`config.mk`:
```
export PLATFORM = sky130hd
export DESIGN_NAME = arcade_input_mapper
export DESIGN_NICKNAME = d
export VERILOG_FILES = /design/src/rtl/arcade_input_mapper.sv
export SDC_FILE = /design/constraint.sdc
export NUM_CORES = 1
export LEC_CHECK = 0
export ABC_AREA = 1
export CAP_MARGIN = 20
export CORE_AREA = 8 8 150 152
export CTS_BUF_LIST = sky130_fd_sc_hd__clkbuf_4
export CTS_CLUSTER_DIAMETER = 80
export DETAILED_ROUTE_END_ITERATION = 12
export DIE_AREA = 0 0 158 160
export PLACE_DENSITY = 0.56
export SYNTH_ARGS = -nofsm -noshare
export SYNTH_HDL_FRONTEND = slang
export SYNTH_SLANG_ARGS = --single-unit
```
`constraint.sdc`:
```
create_clock -name clk_sys -period 4.3 [get_ports clk_sys]
set_input_delay 0.645 -clock clk_sys [delete_from_list [all_inputs] [get_ports clk_sys]]
set_output_delay 0.645 -clock clk_sys [all_outputs]
set_load 0.01 [all_outputs]
```
`src/rtl/arcade_input_mapper.sv`:
```
// Player-input front end: ps2 key latches plus joystick words become registered per-player
// control vectors, start buttons and minimum-width coin pulses, with optional per-player autofire.
module arcade_input_mapper #(
   parameter int PLAYERS       = 2,
   parameter int JOY_SHARED    = 0,
   parameter int COIN_PULSE    = 400000,
   parameter int AUTOFIRE_HALF = 2000000
) (
   input  logic                 clk_sys,
   input  logic                 reset,
   input  logic [10:0]          ps2_key,
   input  logic [15:0]          joystick_0,
   input  logic [15:0]          joystick_1,
   input  logic [PLAYERS-1:0]   autofire,
   output logic [5*PLAYERS-1:0] ctrl,
   output logic [PLAYERS-1:0]   start,
   output logic [PLAYERS-1:0]   coin
);
   localparam int AW = $clog2(AUTOFIRE_HALF + 1);
   localparam int CW = $clog2(COIN_PULSE + 1);
   localparam logic [AW-1:0] AF_RELOAD   = AW'(AUTOFIRE_HALF - 1);
   localparam logic [CW-1:0] COIN_RELOAD = CW'(COIN_PULSE - 1);
   localparam bit TWO_P = (PLAYERS > 1);

   typedef enum logic {C_IDLE, C_PULSE} coin_st_t;

   logic            tgl_q;
   logic [1:0][4:0] pkey_q, pkey_d;
   logic [1:0]      skey_q, skey_d, ckey_q, ckey_d;
   logic            pressed;
   logic [4:0]      joy_sh;
   logic [1:0][4:0] joy;
   logic [1:0]      start_req, coin_req;
   logic            unused_in;

   assign pressed = ps2_key[9];

   // The extended-prefix bit is deliberately ignored: both forms of a code map to the same key.
   always_comb begin
      pkey_d = pkey_q;
      skey_d = skey_q;
      ckey_d = ckey_q;
      if (ps2_key[10] != tgl_q) begin
         case (ps2_key[7:0])
            8'h75:        pkey_d[0][3] = pressed;
            8'h72:        pkey_d[0][2] = pressed;
            8'h6B:        pkey_d[0][1] = pressed;
            8'h74:        pkey_d[0][0] = pressed;
            8'h29, 8'h14: pkey_d[0][4] = pressed;
            8'h05, 8'h16: skey_d[0]    = pressed;
            8'h06, 8'h1E: if (TWO_P) skey_d[1] = pressed;
            8'h2E:        ckey_d[0]    = pressed;
            8'h36:        ckey_d[1]    = pressed;
            8'h2D:        if (TWO_P) pkey_d[1][3] = pressed;
            8'h2B:        if (TWO_P) pkey_d[1][2] = pressed;
            8'h23:        if (TWO_P) pkey_d[1][1] = pressed;
            8'h34:        if (TWO_P) pkey_d[1][0] = pressed;
            8'h1C:        if (TWO_P) pkey_d[1][4] = pressed;
            default: ;
         endcase
      end
   end

   always_ff @(posedge clk_sys) begin
      tgl_q <= ps2_key[10];
      if (reset) begin
         pkey_q <= '0;
         skey_q <= '0;
         ckey_q <= '0;
      end else begin
         pkey_q <= pkey_d;
         skey_q <= skey_d;
         ckey_q <= ckey_d;
      end
   end

   assign joy_sh = joystick_0[4:0] | joystick_1[4:0];
   assign joy[0] = (JOY_SHARED != 0) ? joy_sh : joystick_0[4:0];
   assign joy[1] = (JOY_SHARED != 0) ? joy_sh : joystick_1[4:0];

   // Single-player cabinets still honour the second coin key, folded into slot 0.
   assign start_req[0] = skey_q[0] | joystick_0[5];
   assign start_req[1] = skey_q[1] | joystick_1[6];
   assign coin_req[0]  = ckey_q[0] | joystick_0[7] | (!TWO_P & ckey_q[1]);
   assign coin_req[1]  = ckey_q[1] | joystick_1[7];

   assign unused_in = ^{joystick_0[15:8], joystick_0[6], joystick_1[15:8], joystick_1[5], ps2_key[8]};

   for (genvar p = 0; p < PLAYERS; p++) begin : g_pl
      logic [4:0]    req;
      logic [3:0]    dir_q;
      logic          fire_q, fire_d, fprev_q, start_q;
      logic [AW-1:0] af_q, af_d;
      coin_st_t      cst_q, cst_d;
      logic [CW-1:0] ccnt_q, ccnt_d;
      logic          cprev_q;

      assign req = pkey_q[p] | joy[p];

      always_comb begin
         fire_d = 1'b0;
         af_d   = '0;
         if (!req[4]) begin
            fire_d = 1'b0;
         end else if (!autofire[p]) begin
            fire_d = 1'b1;
         end else if (!fprev_q) begin
            fire_d = 1'b1;
            af_d   = AF_RELOAD;
         end else if (af_q == '0) begin
            fire_d = ~fire_q;
            af_d   = AF_RELOAD;
         end else begin
            fire_d = fire_q;
            af_d   = af_q - AW'(1);
         end
      end

      always_ff @(posedge clk_sys) begin
         if (reset) begin
            dir_q   <= '0;
            fire_q  <= 1'b0;
            fprev_q <= 1'b0;
            af_q    <= '0;
            start_q <= 1'b0;
         end else begin
            dir_q   <= req[3:0];
            fire_q  <= fire_d;
            fprev_q <= req[4];
            af_q    <= af_d;
            start_q <= start_req[p];
         end
      end

      always_ff @(posedge clk_sys) begin
         if (reset) begin
            cst_q   <= C_IDLE;
            ccnt_q  <= '0;
            cprev_q <= 1'b0;
         end else begin
            cst_q   <= cst_d;
            ccnt_q  <= ccnt_d;
            cprev_q <= coin_req[p];
         end
      end

      // Rising edges that arrive mid-pulse are dropped; a held request never retriggers.
      always_comb begin
         cst_d  = cst_q;
         ccnt_d = ccnt_q;
         case (cst_q)
            C_IDLE: if (coin_req[p] && !cprev_q) begin
               cst_d  = C_PULSE;
               ccnt_d = COIN_RELOAD;
            end
            C_PULSE: if (ccnt_q == '0) cst_d = C_IDLE;
                     else ccnt_d = ccnt_q - CW'(1);
            default: cst_d = C_IDLE;
         endcase
      end

      assign coin[p]          = (cst_q == C_PULSE);
      assign start[p]         = start_q;
      assign ctrl[5*p +: 5]   = {fire_q, dir_q};
   end

endmodule
```
Word level (Yosys, flattened, before mapping) --
Cells that the tools add are included.
Word-level totals: register bits 113, input bits 47, output and inout bits 14, word-level logic and storage cells 132
Operators by class: add/sub/neg operators 4, equality and inequality tests 24, mux-type cells 22, bitwise operators 16, reductions and logical operators 33
Operators with widths (number):
- $mux 21 | 4
- $mux 19 | 4
- $pmux 19 s2 | 2
- $eq 8x6->1 const B | 7
- $logic_not 21->1 | 2
- $sub 21x1->21 const B | 2
- $logic_not 19->1 | 2
- $sub 19x1->19 const B | 2
- $eq 8x5->1 const B | 4
- $eq 8x7->1 const B | 4
- $reduce_and 2->1 | 16
- $eq 8x3->1 const B | 2
- $mux 1 | 10
- $not 1->1 | 10
- $or 5x5->5 | 2
- $reduce_or 2->1 | 5
- $reduce_or 5->1 | 2
- $ne 2x2->1 const B | 4
- $ne 3x2->1 const B | 2
- $reduce_or 3->1 | 2
- $or 1x1->1 | 4
- $pmux 1 s2 | 2
- $logic_and 1x1->1 | 2
- $logic_not 1->1 | 2
- $ne 1x1->1 | 1

Depth between registers and ports, before layout --
depth in word-level cells 4, gate-level depth with buffers 11, depth with buffers taken out 11

Worst setup path after synthesis --
Ideal clock, no wire load.
path type register to register, start point reg g_pl[0].ccnt_q[0], end point reg g_pl[0].ccnt_q[8], setup time 0.070 ns, arrival 1.545 ns, required time 4.230 ns, path slack 2.684 ns, cell stages (with the launch flop) 12, path buffers 2, period minus slack after synthesis 1.616 ns, path through dfxtp_1 clkinv_1 ha_1 nand3_4 nor2_4 nand3_2 nand2_2 nand2_2 buf_6 buf_6 nand3_1 a21oi_1
On the way: cells in the longest elaborated chain, start to end 3, elaborated cells between the ends (all ways) 6, those cells by class add/sub (1); eq/ne (1); mux (2); reduce/logical (2)
RTL lines:
- start, declared | line 95 | logic [CW-1:0] ccnt_q, ccnt_d;
- start signal, assigned | line 142 | ccnt_q <= ccnt_d;
- $sub 19x1->19 / $logic_not 19->1 (equally long branches) | line 157, 156
- $mux 19 / $ne 2x2->1 (equally long branches)
- $pmux 19 s2 / $reduce_and 2->1 (equally long branches)
Parallel ways exist; a longest one is shown, timed or not. The select of a mux whose other input is x is not followed. A chain may end at the register's enable or synchronous reset.

Worst setup path after layout --
start point reg g_pl[1].cst_q, end point out coin[1]
RTL lines:
- start, declared | line 94 | coin_st_t cst_q, cst_d;
- start signal, assigned | line 141 | cst_q <= cst_d;
- end, declared | line 17 | output logic [PLAYERS-1:0] coin
No word-level cell between the ends.

==> impl_metrics.py <==
metrics = {
    "run_status": {
        "status": "finished, final reports clean",
    },
    "floorplan": {
        "rows": 52,
        "core_area_um2": 20000,
        "ios": 61,
        "die_area_um2": 25300,
        "initial_core_util": 0.297,
        "die_w_um": 158,
        "die_h_um": 160,
    },
    "yosys": {
        "yosysTopAreaCell": "dfxtp_1",
        "yosys-top-cells-count": "nand2_1, nor2_1, inv_1",
        "synth.distinct_cells": 37,
        "async_flop_share": 0,
        "synth_most_common_cell": "nand2_1",
        "synth_ff_type": "dfxtp_1",
        "synth_top_area_share": 0.380,
        "synth_area_um2": 5950,
        "synthCells": 898,
        "syn_nets": 951,
        "yosys_warnings": 0,
        "avgSynthCellArea_um2": 6.63,
        "synthTopCellsByArea": "dfxtp_1, nand2_1, nor2_1, inv_1, a21oi_1",
        "ys_seq_area_frac": 0.380,
        "synth_edf_count": 0,
        "synth_seq_cells": 113,
    },
    "route": {
        "drt_iter0_drc": 200,
        "wl_per_cell_um": 11.0,
        "drc": 0,
        "vias": 5341,
        "routed_via_density": 4.37,
        "antenna_left": 0,
        "first_pass_iters": 5,
        "drt-total-wl_um": 13500,
    },
    "grt": {
        "grt.total_usage": 0.112,
        "grt_pass1_vias": 5114,
        "grt.overflow.total": 0,
        "grt_max_degree": 48,
        "grt_pass1_wl_um": 23200,
        "antenna_found_initial": 3,
    },
    "worst_hold_path": {
        "hold_class": "reg -> reg",
        "whs_path_depth": 2,
        "hold_end": "pkey_q[9]",
        "min_from": "pkey_q[9]",
    },
    "sta": {
        "setup_tns_ns": 0,
        "worst_slew_pin_slew_ns": 0.688,
        "period_needed_ns": 2.65,
        "relSlewSlack": 0.541,
        "finalHoldViolCount": 0,
        "fmax_ghz": 0.378,
        "period_share": 0.616,
        "finalWorstSetupSlack_ns": 1.65,
        "rsz0062_at_grt": "no",
        "skew_ns": 0.0250,
        "setup_viol": 0,
        "final-max-slew-violation-count": 0,
    },
    "setup_path": {
        "path_max_fanout": 12,
        "critical_path.max_stage_delay_ns": 0.77,
        "cp.required_ns": 3.65,
        "end_kind": "output port",
        "crit_buf_inv": 1,
        "rr_worst_depth": 10,
        "path_cells": "clkdlybuf4s50_1",
        "path_delay_family": "flip-flops",
        "slowest_stage": "dfxtp_1",
        "timing.rr.end": "g_pl[0].ccnt_q[6]",
        "crit_path_start_kind": "register",
        "arrival_ns": 2.00,
        "r2r_start": "g_pl[0].ccnt_q[0]",
        "crit_path_start": "g_pl[1].cst_q",
        "reg2reg_slack_ns": 2.01,
        "crit_type": "reg -> out",
    },
    "power": {
        "power_density_nw_per_um2": 384,
        "irDropWorstVdd_mv": 0.157,
        "p_leak_nw": 3.15,
        "power.total_mw": 2.64,
    },
    "cts": {
        "cts_hold_buf": 0,
        "clk_latency_ns": 0.53,
        "root_buffer": "clkbuf_4",
        "cts_sinks": 113,
        "cts_setup_buffers": 0,
        "htreeDepth": 4,
        "ctsResizeCount": 0,
        "cts_tree": "built",
        "clockBufferDepth": 2,
        "clk_pin_slew_worst_paths_ns": 0.10,
        "cts_buffers": 17,
    },
    "layout": {
        "fin_util": 0.343,
        "drive_gt1_frac": 0.0747,
        "fin_nets": 991,
        "n_fill_cell": 2235,
        "syn_to_final_growth_pct": 15.4,
    },
    "place": {
        "post-dp-hpwl_um": 9570,
        "io_buffers": 41,
        "pre_cts_ws_ns": 1.66,
        "gp_congestion": 0.805,
    },
    "job": {
        "cap_viol_max_count": 0,
    },
}
==> sequential cells by signal, summed over array words and instances, names as in the netlist, 2 cells and up <==
name and flops:
g_pl.af_q 42, g_pl.fire_q 2, g_pl.fprev_q 2, skey_q 2
g_pl.start_q 2, g_pl.cst_q 2, ckey_q 2, g_pl.dir_q 8
pkey_q 10, g_pl.cprev_q 2, g_pl.ccnt_q 38
==> layout by cell type (no fill, tap or decap), types with 3 or more instances in the layout <==
master	n
nand2_1	190
nor2_1	168
inv_1	115
dfxtp_1	113
a21oi_1	63
nand3_1	62
o21ai_0	47
clkdlybuf4s50_1	40
xor2_1	20
clkbuf_4	20
nor3_1	15
nand4_1	13
nor2_2	11
xnor2_1	11
nand2_2	8
nand3b_1	6
clkinv_2	6
ha_1	6
or2_2	4
bufinv_16	4
clkinv_1	3
inv_2	3
==> layer usage <==
layer | track usage | part of all wire | vias to the layer above | routed length, um
met5 | 0 | 0.0020 | - | 27
met4 | 0.0360 | 0.013 | 4 | 178
met3 | 0.0505 | 0.072 | 21 | 963
met2 | 0.172 | 0.42 | 77 | 5640
met1 | 0.138 | 0.49 | 2331 | 6650
li1 | - | - | 2908 | -
==> worst max-delay path by stage <==
| stage | slack (ns) | to | cells after the start |
|---|---|---|---|
| finish | 1.65 | coin[1] | 1 |
| global route | 1.56 | coin[1] | 1 |
| CTS | 1.63 | coin[1] | 1 |
| detailed placement | 1.66 | g_pl[0].af_q[9] | 8 |
| global placement | 1.69 | g_pl[0].af_q[9] | 8 |
| floorplan | 2.68 | g_pl[0].ccnt_q[8] | 11 |
==> layout make-up <==
| type | instances | area [um^2] | share of cell area |
|---|---|---|---|
| inverter | 121 | 455 | 0.0663 |
| multi-input combinational | 642 | 3070 | 0.447 |
| clock buffer | 20 | 150 | 0.0219 |
| clock inverter | 12 | 165 | 0.0241 |
| antenna | 2 | 5.00 | 0.000729 |
| timing repair buffer | 43 | 420 | 0.0612 |
| sequential | 113 | 2260 | 0.329 |
| tap | 270 | 338 | 0.0492 |
==> power breakdown <==
group / internal [mW] / switching [mW]
clock: 0.475 / 0.412
combinational: 0.220 / 0.365
sequential: 1.11 / 0.0609
total: 1.80 / 0.838
==> logic make-up (layout without fill, tap and decap cells) <==
| logic type | count (synthesis) | after routing | synth area share |
|---|---|---|---|
| other | 0 | 2 | 0 |
| xor gates and xnor gates | 31 | 31 | 0.0456 |
| and+or+nand+nor | 489 | 489 | 0.359 |
| buffers and inverters | 143 | 196 | 0.104 |
| DFF | 113 | 113 | 0.380 |
| adders and majority gates | 6 | 6 | 0.0126 |
| AOI/OAI and AO/OA | 116 | 116 | 0.0993 |
==> tightest hold or removal path: cells and delay by family, from the launching register on <==
family / cells / cell delay, ns
buffers and inverters: 1 / 0.04
AO/OA/AOI/OAI: 1 / 0.05
flip-flops: 1 / 0.32
==> stage by stage <==
step,std cells,hold WS [ns],area (um^2)
final,1223,0.450,6870
after global routing,1223,0.478,6870
after CTS,1221,0.454,6860
after detailed placement,1189,0.438,6550
after global placement,1189,0.435,6550
after floorplan,898,0.420,5950
Power figures use the tool's default switching activity.
